===== config.mk =====
export PLATFORM = sky130hd
export DESIGN_NAME = reg_write_arbiter
export DESIGN_NICKNAME = d
export VERILOG_FILES = /design/src/rtl/reg_write_arbiter.sv
export SDC_FILE = /design/constraint.sdc
export NUM_CORES = 1
export LEC_CHECK = 0
export BUFFER_PORTS_ARGS = -buffer_cell sky130_fd_sc_hd__buf_4
export CAP_MARGIN = 25
export CELL_PAD_IN_SITES_DETAIL_PLACEMENT = 1
export CELL_PAD_IN_SITES_GLOBAL_PLACEMENT = 1
export CORE_ASPECT_RATIO = 1.75
export CORE_UTILIZATION = 40
export DETAILED_ROUTE_END_ITERATION = 12
export GPL_TIMING_DRIVEN = 0
export HOLD_SLACK_MARGIN = 0.15
export PLACE_DENSITY = 0.89
export SLEW_MARGIN = 5
export SYNTH_ARGS = -nofsm -noshare
export SYNTH_HDL_FRONTEND = slang
export SYNTH_SLANG_ARGS = --single-unit

===== constraint.sdc =====
create_clock -name clk -period 2.8 [get_ports clk]
set_input_delay 0 -clock clk [delete_from_list [all_inputs] [get_ports clk]]
set_output_delay 0 -clock clk [all_outputs]
set_load 0.005 [all_outputs]

===== src/rtl/reg_write_arbiter.sv =====
// reg_write_arbiter: round-robin arbiter that shares the single write port of
// an enable/sync-clear register among NUM_REQ requesters.
//
// Ports:
//   clk       clock, rising edge
//   rst       asynchronous active-high reset
//   req       per-requester request, held until ack
//   clr_req   per-requester op select (1 = clear, 0 = write)
//   wdata     packed write data, requester i at [i*MAX_WIDTH +: MAX_WIDTH]
//   ack       one-hot pulse in the winner's commit cycle
//   reg_ena   register enable (commit strobe)
//   reg_sclr  register synchronous clear
//   reg_d     register data (zero on clear)
//   grant_id  index of the requester being committed, 0 when idle
//   busy      copy of reg_ena
module reg_write_arbiter #(
  parameter int unsigned NUM_REQ   = 4,
  parameter int unsigned MAX_WIDTH = 8
) (
  input  logic                          clk,
  input  logic                          rst,
  input  logic [NUM_REQ-1:0]            req,
  input  logic [NUM_REQ-1:0]            clr_req,
  input  logic [NUM_REQ*MAX_WIDTH-1:0]  wdata,
  output logic [NUM_REQ-1:0]            ack,
  output logic                          reg_ena,
  output logic                          reg_sclr,
  output logic [MAX_WIDTH-1:0]          reg_d,
  output logic [$clog2(NUM_REQ)-1:0]    grant_id,
  output logic                          busy
);

  localparam int unsigned ID_W  = $clog2(NUM_REQ);
  // One extra bit so ptr + offset never overflows before the wrap subtraction.
  localparam int unsigned SUM_W = ID_W + 1;
  localparam logic [SUM_W-1:0] NUM_REQ_S = SUM_W'(NUM_REQ);
  localparam logic [ID_W-1:0]  LAST_ID   = ID_W'(NUM_REQ - 1);

  logic [ID_W-1:0]      ptr;
  logic [NUM_REQ-1:0]   elig;
  logic [SUM_W-1:0]     sum;
  logic [ID_W-1:0]      idx;
  logic                 win_vld;
  logic [ID_W-1:0]      win_id;
  logic                 win_clr;
  logic [MAX_WIDTH-1:0] win_d;
  logic [MAX_WIDTH-1:0] wd [NUM_REQ];

  // Unpack the per-requester write data words.
  for (genvar g = 0; g < NUM_REQ; g++) begin : g_unpack
    assign wd[g] = wdata[g*MAX_WIDTH +: MAX_WIDTH];
  end

  // Round-robin scan starting at ptr; a requester being acked this cycle is masked.
  always_comb begin
    elig    = req & ~ack;
    sum     = '0;
    idx     = '0;
    win_vld = 1'b0;
    win_id  = '0;
    win_clr = 1'b0;
    win_d   = '0;
    for (int unsigned i = 0; i < NUM_REQ; i++) begin
      sum = {1'b0, ptr} + SUM_W'(i);
      if (sum >= NUM_REQ_S) begin
        sum = sum - NUM_REQ_S;
      end
      idx = sum[ID_W-1:0];
      if (!win_vld && elig[idx]) begin
        win_vld = 1'b1;
        win_id  = idx;
        win_clr = clr_req[idx];
        win_d   = wd[idx];
      end
    end
  end

  // Commit stage and round-robin pointer.
  always_ff @(posedge clk or posedge rst) begin
    if (rst) begin
      ptr      <= '0;
      ack      <= '0;
      reg_ena  <= 1'b0;
      reg_sclr <= 1'b0;
      reg_d    <= '0;
      grant_id <= '0;
    end else if (win_vld) begin
      ptr      <= (win_id == LAST_ID) ? '0 : win_id + ID_W'(1);
      ack      <= NUM_REQ'(1) << win_id;
      reg_ena  <= 1'b1;
      reg_sclr <= win_clr;
      reg_d    <= win_clr ? '0 : win_d;
      grant_id <= win_id;
    end else begin
      ack      <= '0;
      reg_ena  <= 1'b0;
      reg_sclr <= 1'b0;
      reg_d    <= '0;
      grant_id <= '0;
    end
  end

  assign busy = reg_ena;

endmodule


==> results.tsv <==
stage	metric	value	unit
logic_synthesis	net count after synthesis	288	
timing	Final Max Slew Viols	0	
logic_synthesis	Area contributors post-synth	dfrtp_1, mux2_2, mux4_2, a21oi_1, mux2i_1	
finish	register area	450	µm²
global_route	number of global-route vias before repair	2574	
global_route	Congestion Overflow GR	0	
logic_synthesis	Post-synth top flop	dfrtp_1	
finish	Nets	350	
finish	share of cells above drive strength 1	39.9	%
worst_hold_path	Hold Path Cell Cnt	4	
setup_path	critical path capture point type	flip-flop	
logic_synthesis	Syn Area/Cell	9.24	µm²
logic_synthesis	Syn Std Cell Area	2240	µm²
logic_synthesis	post-synthesis register bit count	18	
finish	P&R area growth vs syn	26.2	%
finish	Filler cells	672	
logic_synthesis	Post-synth EDFFs	0	
drt	number of DRC markers in iteration 0	74	
global_route	first-pass GRT wire length	12500	µm
die	CORE AREA	5340	µm²
timing	FMAX	0.369	GHz
timing	Worst Tran Pin Value	0.723	ns
die	die extent in y	101	µm
clocking	Post-CTS Setup Bufs	0	
timing	setup TNS	0	ns
global_route	initial antenna violation count	0	
timing	crit share post-route	96.8	%
logic_synthesis	ys async rst share	100	%
clocking	Clock Latency Late Sink	0.26	ns
setup_path	path type of the worst setup path	flip-flop to flip-flop	
timing	final-report hold violation count	0	
placed_design	Buffers on Ports	58	
die	Starting Density	41.9	%
job	max-cap viol count	0	
logic_synthesis	post-synthesis sequential area ratio	20.1	%
power	power per cell area	1210	nW/µm²
drt	Wirelength per Cell	20.6	µm
power	Tot Pwr	0.00343	W
placed_design	placed cells	374	
setup_path	Worst R2R Path Depth	9	
drt	DR pass1 iterations	4	
die	die area	5900	µm²
finish	commonest non-fill, non-tap cells in the layout	buf_4, a21oi_1, mux2_2, dfrtp_1	
clocking	clock tree buffer depth	2	
setup_path	startpoint types	flip-flop	
finish	commonest non-fill, non-tap cell in the layout	buf_4	
placed_design	DP Area	2760	µm²
global_route	GRT Util Overall	27.8	%
clocking	clk sinks	18	
clocking	CTS H-tree depth	1	
setup_path	r2r startpoint	ptr[0]$_DFFE_PP0P_	
setup_path	Crit Path Max Fanout	10	
drt	residual DRC count	0	
logic_synthesis	Yosys cell types	63	
power	leakage power	1.18	nW
logic_synthesis	Synth Warn #	0	
timing	Final Setup Violations	0	
clocking	CTS clk-pin slew, worst paths	0.08	ns
placed_design	routability cong.	0.987	
setup_path	Worst EP arrival	2.85	ns
drt	DRT antenna net count	0	
timing	Setup Skew	0.00542	ns
worst_hold_path	hold path start	wdata[13]	
logic_synthesis	top-area cell type share of the netlist area	20.1	%
setup_path	R2R Path End	ptr[1]$_DFFE_PP0P_	
finish	Antenna Cells	0	
die	num rows	35	
setup_path	Critical Path Start	ptr[0]$_DFFE_PP0P_	
global_route	pin count of the biggest net entering global routing	19	
outcome	status	completed	
die	IO Count	59	
clocking	Num CTS Buffers	3	
finish	Final Cell Area	2820	µm²
drt	WL final	7760	µm
logic_synthesis	Syn Inst Count	242	
timing	RSZ-0062 raised after global routing	false	
power	Peak VDD IR	0.000459	V
setup_path	Req. time, crit path	2.94	ns
logic_synthesis	Synth area leader	dfrtp_1	
timing	Rel. slew slack	51.7	%
die	width of the die	58.5	µm
clocking	TritonCTS clock tree	yes	
finish	Multi-input gate area	1630	µm²
drt	via count	2345	
worst_hold_path	worst hold endpoint	reg_d[5]$_DFF_PP0_	
finish	Post-Layout Cell Count	377	
finish	post-layout util	52.8	%
drt	Vias/cell	6.22	
setup_path	FF-to-FF setup slack	0.09	ns
placed_design	DP HPWL	6020	µm
timing	minimum clock period	2.71	ns
clocking	root buf cell	clkbuf_8	
worst_hold_path	Min-Delay Path Class	input port to flip-flop	
## how the worst max path moves through the flow
stage,endpoint,depth (start not counted)
6_report,ptr[1]$_DFFE_PP0P_,9
5_1_grt,ptr[1]$_DFFE_PP0P_,9
4_1_cts,ptr[1]$_DFFE_PP0P_,9
3_5_place_dp,ptr[1]$_DFFE_PP0P_,9
3_3_place_gp,ptr[1]$_DFFE_PP0P_,9
2_1_floorplan,ptr[1]$_DFFE_PP0P_,7
## worst max-delay path: stages (launching register included)
cell and delay, ns:
dfrtp_1 0.41, buf_6 0.16, buf_4 0.19, inv_2 0.19
clkbuf_1 0.42, a21oi_1 0.17, o22ai_1 0.36, inv_1 0.12
ha_1 0.28, mux2_1 0.28
## cells by family (layout without fill, tap and decap cells)
family	Yosys count	in the layout	synth area share, %
AND/OR/NAND/NOR	64	64	19.5
buffers and inverters	26	87	6.94
AO/OA/AOI/OAI	89	89	28.1
multiplexers	41	41	23.0
flip-flops	18	18	20.1
adder cells (fa/ha/maj)	4	4	2.24
## state kept, by name, indices dropped and copies added (netlist names)
register / cells
busy: 1
reg_d: 8
ack: 4
reg_sclr: 1
grant_id: 2
ptr: 2
## power breakdown
part	total (W)	switching (W)	internal, W
Clock	0.000221	0.0000956	0.000125
Sequential	0.000452	0.0000694	0.000382
Combinational	0.00275	0.00152	0.00123
## synthesized netlist by cell type (all sizes together), types with 2 or more instances
cell and n:
a211oi 9, a21oi 26, a22oi 6, a31oi 3, and2 2, buf 16, clkbuf 4, dfrtp 18
ha 4, inv 6, mux2 23, mux2i 12, mux4 6, nand2 6, nand2b 6, nand3b 2
nand4 3, nand4b 2, nand4bb 4, nor2 13, nor2b 13, nor3b 2, nor4 2, o211ai 2
o21a 4, o21ai 15, o21bai 3, o221a 4, o221ai 3, o22ai 2, o31a 2, or3 3
or4b 2
## final cells by class
type                    instances  area share [%]
multi-input cells             198            57.8
flip-flops and latches         18            16.0
repair buffers                 59            15.8
plain buffers                  18            4.35
well taps                      74            3.28
clock buffers                   4            1.95
inverters                       6           0.887
## metrics by stage
stage | setup slack [ns] | hold slack, ns
6_report | 0.0902 | 0.284
3_3_place_gp | 0.171 | 0.136
4_1_cts | 0.0267 | 0.288
3_5_place_dp | 0.0956 | 0.156
2_1_floorplan | 0.469 | -0.0614
5_1_grt | 0.0132 | 0.313
## layer usage
metal	vias up	global-route usage [%]	share of wire [%]
met1	1182	30.7	38
met5	-	0	0
li1	1059	-	-
met4	0	13.6	1.9
met2	89	51.0	56
met3	15	2.95	3.7
## repair_timing
| item | CTS | global route |
|---|---|---|
| setup endpoints to repair | 0 | 1 |
| hold buffers | 1 | 0 |
| resized for setup | 0 | 0 |
| hold endpoints to repair | 18 | 0 |
Note: power is estimated with default switching activity, not from simulation.
